$ cat config.mk
export PLATFORM = sky130hd
export DESIGN_NAME = counter_apb_master
export DESIGN_NICKNAME = d
export VERILOG_FILES = /design/src/rtl/counter_apb_pkg.sv /design/src/rtl/counter_apb_cmd_fifo.sv /design/src/rtl/counter_apb_master.sv
export SDC_FILE = /design/constraint.sdc
export NUM_CORES = 1
export LEC_CHECK = 0
export ABC_AREA = 1
export CAP_MARGIN = 20
export CORE_UTILIZATION = 35
export DETAILED_ROUTE_END_ITERATION = 10
export GPL_ROUTABILITY_DRIVEN = 0
export PLACE_DENSITY = 0.59
export SLEW_MARGIN = 20
export SYNTH_ARGS = -nofsm -noshare
export SYNTH_HDL_FRONTEND = slang
export SYNTH_SLANG_ARGS = --single-unit
$ cat constraint.sdc
create_clock -name i_pclk -period 5.3 [get_ports i_pclk]
set_input_delay 1.06 -clock i_pclk [delete_from_list [all_inputs] [get_ports i_pclk]]
set_output_delay 1.06 -clock i_pclk [all_outputs]
set_load 0.005 [all_outputs]
$ cat src/rtl/counter_apb_pkg.sv
// Shared definitions for the counter_apb_master APB initiator:
// FSM encoding, default bus widths and the command word layout.
package counter_apb_pkg;

    localparam int DEF_ADDR_W = 32;
    localparam int DEF_DATA_W = 32;

    typedef enum logic [1:0] {
        ST_IDLE   = 2'd0,
        ST_SETUP  = 2'd1,
        ST_ACCESS = 2'd2
    } apb_state_e;

    // Queued command word, MSB first: {write, addr, wdata}
    function automatic int cmd_width(input int addr_w, input int data_w);
        return 1 + addr_w + data_w;
    endfunction

endpackage

$ cat src/rtl/counter_apb_cmd_fifo.sv
// Synchronous command FIFO; full/empty come from read/write pointers
// that carry one extra wrap bit beyond the index.
module counter_apb_cmd_fifo #(
    parameter int DEPTH = 4,
    parameter int WIDTH = 65
) (
    input  logic             i_clk,
    input  logic             i_rst,
    input  logic             i_push,
    input  logic [WIDTH-1:0] i_wdata,
    input  logic             i_pop,
    output logic [WIDTH-1:0] o_rdata,
    output logic             o_full,
    output logic             o_empty
);

    localparam int PTR_W = $clog2(DEPTH);

    logic [PTR_W:0]   r_wr_ptr;
    logic [PTR_W:0]   r_rd_ptr;
    logic [WIDTH-1:0] r_mem [DEPTH];
    logic             w_push_ok;
    logic             w_pop_ok;

    assign w_push_ok = i_push & ~o_full;
    assign w_pop_ok  = i_pop & ~o_empty;

    assign o_empty = (r_wr_ptr == r_rd_ptr);
    assign o_full  = (r_wr_ptr[PTR_W-1:0] == r_rd_ptr[PTR_W-1:0]) &&
                     (r_wr_ptr[PTR_W] != r_rd_ptr[PTR_W]);
    assign o_rdata = r_mem[r_rd_ptr[PTR_W-1:0]];

    always_ff @(posedge i_clk) begin
        if (i_rst) begin
            r_wr_ptr <= '0;
            r_rd_ptr <= '0;
        end else begin
            if (w_push_ok) r_wr_ptr <= r_wr_ptr + (PTR_W+1)'(1);
            if (w_pop_ok)  r_rd_ptr <= r_rd_ptr + (PTR_W+1)'(1);
        end
    end

    always_ff @(posedge i_clk) begin
        if (w_push_ok) r_mem[r_wr_ptr[PTR_W-1:0]] <= i_wdata;
    end

endmodule

$ cat src/rtl/counter_apb_master.sv
// APB2 initiator: queued commands become SETUP/ACCESS transfers, and each
// completion is returned through a single-entry response register.
module counter_apb_master
    import counter_apb_pkg::*;
#(
    parameter int ADDR_W    = DEF_ADDR_W,
    parameter int DATA_W    = DEF_DATA_W,
    parameter int CMD_DEPTH = 4
) (
    input  logic              i_pclk,
    input  logic              i_prst,
    input  logic              i_cmd_valid,
    output logic              o_cmd_ready,
    input  logic              i_cmd_write,
    input  logic [ADDR_W-1:0] i_cmd_addr,
    input  logic [DATA_W-1:0] i_cmd_wdata,
    output logic [ADDR_W-1:0] o_paddr,
    output logic [DATA_W-1:0] o_pwdata,
    output logic              o_pwrite,
    output logic              o_psel,
    output logic              o_penable,
    input  logic [DATA_W-1:0] i_prdata,
    output logic              o_rsp_valid,
    input  logic              i_rsp_ready,
    output logic              o_rsp_write,
    output logic [DATA_W-1:0] o_rsp_rdata,
    output logic              o_busy
);

    localparam int CMD_W = cmd_width(ADDR_W, DATA_W);

    // Handshakes: a beat transfers on the edge where valid & ready are both
    // high; valid holds its payload until then and never waits on ready.
    apb_state_e        r_state;
    apb_state_e        w_state_nxt;
    logic              w_psel_nxt;
    logic              w_penable_nxt;
    logic              r_psel;
    logic              r_penable;
    logic [ADDR_W-1:0] r_paddr;
    logic [DATA_W-1:0] r_pwdata;
    logic              r_pwrite;
    logic              r_rsp_valid;
    logic              r_rsp_write;
    logic [DATA_W-1:0] r_rsp_rdata;
    logic [CMD_W-1:0]  w_cmd_word;
    logic [CMD_W-1:0]  w_head;
    logic              w_full;
    logic              w_empty;
    logic              w_push;
    logic              w_start;

    assign o_cmd_ready = ~w_full & ~i_prst;
    assign w_push      = i_cmd_valid & o_cmd_ready;
    assign w_cmd_word  = {i_cmd_write, i_cmd_addr, i_cmd_wdata};
    // Launch only when the response slot is free or being drained this edge
    assign w_start     = (r_state == ST_IDLE) & ~w_empty & (~r_rsp_valid | i_rsp_ready);

    counter_apb_cmd_fifo #(
        .DEPTH (CMD_DEPTH),
        .WIDTH (CMD_W)
    ) u_cmd_fifo (
        .i_clk   (i_pclk),
        .i_rst   (i_prst),
        .i_push  (w_push),
        .i_wdata (w_cmd_word),
        .i_pop   (w_start),
        .o_rdata (w_head),
        .o_full  (w_full),
        .o_empty (w_empty)
    );

    always_ff @(posedge i_pclk) begin
        if (i_prst) r_state <= ST_IDLE;
        else        r_state <= w_state_nxt;
    end

    always_comb begin
        w_state_nxt = r_state;
        case (r_state)
            ST_IDLE:   if (w_start) w_state_nxt = ST_SETUP;
            ST_SETUP:  w_state_nxt = ST_ACCESS;
            ST_ACCESS: w_state_nxt = ST_IDLE;
            default:   w_state_nxt = ST_IDLE;
        endcase
    end

    // Bus strobes are decoded from the next state so they leave a flop
    always_comb begin
        w_psel_nxt    = (w_state_nxt != ST_IDLE);
        w_penable_nxt = (w_state_nxt == ST_ACCESS);
    end

    always_ff @(posedge i_pclk) begin
        if (i_prst) begin
            r_psel    <= 1'b0;
            r_penable <= 1'b0;
        end else begin
            r_psel    <= w_psel_nxt;
            r_penable <= w_penable_nxt;
        end
    end

    always_ff @(posedge i_pclk) begin
        if (i_prst) begin
            r_paddr  <= '0;
            r_pwdata <= '0;
            r_pwrite <= 1'b0;
        end else if (w_start) begin
            r_pwrite <= w_head[CMD_W-1];
            r_paddr  <= w_head[DATA_W +: ADDR_W];
            r_pwdata <= w_head[DATA_W-1:0];
        end
    end

    always_ff @(posedge i_pclk) begin
        if (i_prst) begin
            r_rsp_valid <= 1'b0;
            r_rsp_write <= 1'b0;
            r_rsp_rdata <= '0;
        end else if (r_state == ST_ACCESS) begin
            r_rsp_valid <= 1'b1;
            r_rsp_write <= r_pwrite;
            r_rsp_rdata <= r_pwrite ? '0 : i_prdata;
        end else if (r_rsp_valid && i_rsp_ready) begin
            r_rsp_valid <= 1'b0;
        end
    end

    assign o_paddr     = r_paddr;
    assign o_pwdata    = r_pwdata;
    assign o_pwrite    = r_pwrite;
    assign o_psel      = r_psel;
    assign o_penable   = r_penable;
    assign o_rsp_valid = r_rsp_valid;
    assign o_rsp_write = r_rsp_write;
    assign o_rsp_rdata = r_rsp_rdata;
    assign o_busy      = ~w_empty | (r_state != ST_IDLE) | r_rsp_valid;

endmodule
==> results.rst <==
.. list-table::
   :header-rows: 1

   * - Metric
     - Value
   * - Outcome
     - complete, no violations
   * - IR drop worst, VDD
     - 0.000262 V
   * - Clock tree from TritonCTS
     - yes
   * - Starting density of the core
     - 0.357
   * - Proportion of layout cells with a drive suffix above 1
     - 0.0566
   * - Die outline width
     - 201 um
   * - CTS H-Tree Depth
     - 2
   * - Placement-stage worst setup slack
     - 1.63 ns
   * - Post-Synthesis Cell Area
     - 13800 um^2
   * - Area delta synth->final
     - 27.5%
   * - Post-layout nets
     - 1522
   * - Arrival time of data at the critical path endpoint
     - 2.71 ns
   * - DR WL/cell
     - 16.3 um
   * - Mapped Avg Cell Area
     - 11.2 um^2
   * - Setup repair after global routing missed its margin
     - false
   * - Global-route wire length before repair
     - 50.6 mm
   * - Tightest Hold Check Type
     - flop to flop
   * - Worst clock skew
     - 0.0210 ns
   * - Number of gates given a new drive strength after cts
     - 0
   * - Vias in the first global route
     - 8989
   * - Initial antenna violation count
     - 3
   * - Drc violations
     - 0
   * - Post-synthesis mux area share
     - 0
   * - Post-synthesis instance total
     - 1232
   * - Number of pins exceeding their max-slew limit in the final report
     - 0
   * - Cell variety after synth
     - 25
   * - Post-synthesis share of cell area spent on and, or, nand and nor gates
     - 0.130
   * - Clock root buffer
     - sky130_fd_sc_hd__clkbuf_16
   * - Fin. Hold Viols
     - 0
   * - Slew headroom
     - 0.329
   * - Min cycle time layout
     - 3.77 ns
   * - Fraction of the yosys area taken by sequential cells
     - 0.720
   * - Overall die area
     - 40300 um^2
   * - Number of optimization iterations in the first detailed-route pass
     - 7
   * - Startpoint type of the worst setup path
     - flop
   * - CTS Hold Buffers Added
     - 0
   * - Ports placed on the boundary
     - 204
   * - Endpoint type of the worst setup path
     - primary output
   * - Post-synthesis net count
     - 1338
   * - Vias after detailed routing
     - 9183
   * - Fraction of the mapped netlist area in adder cells
     - 0.00452
   * - Routed WL
     - 32.1 mm
   * - Vias per cell
     - 4.67
   * - ANT cells
     - 0
   * - Final critical-path setup slack
     - 1.53 ns
   * - Post-CTS Repair Setup Buffers
     - 0
   * - Combinational family with the most area after synthesis
     - simple AND/OR/NAND/NOR gates
   * - Core Area
     - 38800 um^2
   * - Global route total overflow
     - 0
   * - P_leak
     - 6.42 nW
   * - Number of input and output port buffers inserted
     - 203
   * - Area fraction in compound gates after synthesis
     - 0.0961
   * - Final sum of negative setup slack
     - 0 ns
   * - HPWL after detailed placement
     - 18.2 mm
   * - Maximum buffer depth of the clock tree
     - 3
   * - Cell Pwr Density
     - 514 nW/um^2
   * - Fill cells
     - 3588
   * - FP Rows
     - 72
   * - Maximum net fanout on the critical path
     - 66
   * - GRT Overall Usage
     - 0.159
   * - Fin crit share
     - 0.711
   * - Worst path required time
     - 4.24 ns
   * - Total clock buffers created by CTS
     - 42
   * - Dpl cell area
     - 16300 um^2
   * - Worst-Skew Late Latency
     - 0.54 ns
   * - Reg clk slew, reported paths
     - 0.06 ns
   * - Yosys synthesis warning count
     - 0
   * - Finished Cell Area
     - 17700 um^2
   * - Number of synthesized register bits
     - 368
   * - FMAX
     - 265 MHz
   * - Final design utilization
     - 0.455
   * - Overall Power
     - 0.00907 W
   * - Classification of the worst setup path
     - flop to primary output
   * - Count of maximum capacitance violations
     - 0
   * - Initial detailed-routing violation count
     - 510
   * - Transition time at the pin with the least slew margin
     - 1.01 ns
   * - Height of the die
     - 201 um
   * - Largest net degree at the start of global routing
     - 96
   * - Final ANT Viol Nets
     - 0
   * - Synth Area in XOR/XNOR
     - 0.00127
   * - Final setup vio count
     - 0
   * - Clock tree sinks
     - 368
layout make-up:
cell class	instances	area [um^2]	share of cell area
timing repair buffer	215	2170	0.123
multi-input combinational	708	3240	0.184
clock inverter	18	166	0.00943
inverter	81	307	0.0174
tap	518	648	0.0367
sequential	368	9970	0.565
clock buffer	58	1140	0.0647
routing by layer:
metal,wire (um),GRT usage
met2,14800,0.259
met3,1880,0.0399
met4,670,0.0466
met5,31,0
met1,14800,0.209
worst paths after layout:
path	startpoint	end	slack, ns	cells after the start
worst max-delay path	u_cmd_fifo.r_rd_ptr[0]$_SDFFE_PP0P_	o_cmd_ready	1.53	7
worst min-delay path	o_rsp_rdata[31]$_SDFFE_PP0P_	o_rsp_rdata[31]$_SDFFE_PP0P_	0.47	2
worst max register to register	u_cmd_fifo.r_rd_ptr[0]$_SDFFE_PP0P_	u_cmd_fifo.r_mem[2][4]$_DFFE_PP_	2.17	7
worst min register to register	o_rsp_rdata[31]$_SDFFE_PP0P_	o_rsp_rdata[31]$_SDFFE_PP0P_	0.47	2
sequential cells by signal, indices dropped and copies added, names as in the netlist, 2 cells and up:
register             cells
o_rsp_rdata             32
u_cmd_fifo.r_mem       260
o_paddr                 32
r_state                  2
o_pwdata                32
u_cmd_fifo.r_wr_ptr      3
u_cmd_fifo.r_rd_ptr      3
power breakdown:
group          internal (W)  total [W]  switching (W)
logic               0.00112    0.00261        0.00149
registers           0.00344    0.00370       0.000253
clock network       0.00165    0.00276        0.00111
total               0.00622    0.00907        0.00285
cell usage after synthesis:
library cell               number  share of area
sky130_fd_sc_hd__ha_1           5         0.0045
sky130_fd_sc_hd__buf_6          7         0.0057
sky130_fd_sc_hd__buf_4          1        0.00054
sky130_fd_sc_hd__edfxtp_1     260           0.56
sky130_fd_sc_hd__o21ai_1        1        0.00036
sky130_fd_sc_hd__inv_2          3        0.00081
sky130_fd_sc_hd__nand2_4        1        0.00081
sky130_fd_sc_hd__a22oi_1       31          0.017
sky130_fd_sc_hd__nand4_1        2        0.00090
sky130_fd_sc_hd__buf_1          1        0.00027
sky130_fd_sc_hd__nand3b_4       1         0.0014
sky130_fd_sc_hd__xor2_1         2         0.0013
sky130_fd_sc_hd__nand3_1        7         0.0025
sky130_fd_sc_hd__a21oi_1        8         0.0029
sky130_fd_sc_hd__nand2_2        1        0.00045
sky130_fd_sc_hd__clkinv_1       1        0.00027
sky130_fd_sc_hd__nand2_1      152          0.041
sky130_fd_sc_hd__clkbuf_1      45          0.012
sky130_fd_sc_hd__o22ai_1       65          0.029
sky130_fd_sc_hd__nor3_1         1        0.00036
sky130_fd_sc_hd__inv_1         77          0.021
sky130_fd_sc_hd__nor2_1       302          0.082
sky130_fd_sc_hd__o21ai_0      129          0.047
sky130_fd_sc_hd__buf_2         21         0.0076
sky130_fd_sc_hd__dfxtp_1      108           0.16
through the flow:
stage,instances,hold WS (ns)
6_report,1966,0.470
5_1_grt,1966,0.488
4_1_cts,1966,0.472
3_5_place_dp,1890,0.463
3_3_place_gp,1890,0.453
2_1_floorplan,1232,0.452
cells in the final DEF, fill, tap and decap left out:
cell and n:
sky130_fd_sc_hd__clkinv_1 7, sky130_fd_sc_hd__nand2_2 1, sky130_fd_sc_hd__inv_2 4, sky130_fd_sc_hd__nand3b_4 1
sky130_fd_sc_hd__nor3_1 1, sky130_fd_sc_hd__clkbuf_16 43, sky130_fd_sc_hd__nand3_1 7, sky130_fd_sc_hd__dfxtp_2 1
sky130_fd_sc_hd__a22oi_1 31, sky130_fd_sc_hd__clkinv_2 5, sky130_fd_sc_hd__inv_1 76, sky130_fd_sc_hd__inv_4 1
sky130_fd_sc_hd__o22ai_1 65, sky130_fd_sc_hd__a21oi_1 8, sky130_fd_sc_hd__o21ai_0 129, sky130_fd_sc_hd__clkinvlp_4 1
sky130_fd_sc_hd__xor2_1 2, sky130_fd_sc_hd__inv_6 1, sky130_fd_sc_hd__edfxtp_1 260, sky130_fd_sc_hd__o21ai_1 1
sky130_fd_sc_hd__ha_1 5, sky130_fd_sc_hd__dfxtp_4 1, sky130_fd_sc_hd__nor2_4 5, sky130_fd_sc_hd__clkdlybuf4s50_1 203
sky130_fd_sc_hd__clkbuf_1 14, sky130_fd_sc_hd__clkbuf_8 1, sky130_fd_sc_hd__clkinv_4 1, sky130_fd_sc_hd__nand2_4 1
sky130_fd_sc_hd__nor2_1 297, sky130_fd_sc_hd__nand4_1 2, sky130_fd_sc_hd__buf_12 4, sky130_fd_sc_hd__buf_4 8
sky130_fd_sc_hd__dfxtp_1 106, sky130_fd_sc_hd__bufinv_16 3, sky130_fd_sc_hd__nand2_1 152
critical path: stages, from the launching register on:
cell,delay [ns]
sky130_fd_sc_hd__dfxtp_4,0.67
sky130_fd_sc_hd__inv_4,0.36
sky130_fd_sc_hd__nand2_1,0.18
sky130_fd_sc_hd__nand2_2,0.09
sky130_fd_sc_hd__nand3_1,0.15
sky130_fd_sc_hd__nand2_1,0.07
sky130_fd_sc_hd__inv_1,0.09
sky130_fd_sc_hd__clkdlybuf4s50_1,0.53
cell families after synthesis:
logic type                 Yosys count
DFF                                368
adders and majority gates            5
and+or+nand+nor                    467
AOI/OAI and AO/OA                  234
buffers and inverters              156
xor gates and xnor gates             2
Power figures use the tool's default switching activity.
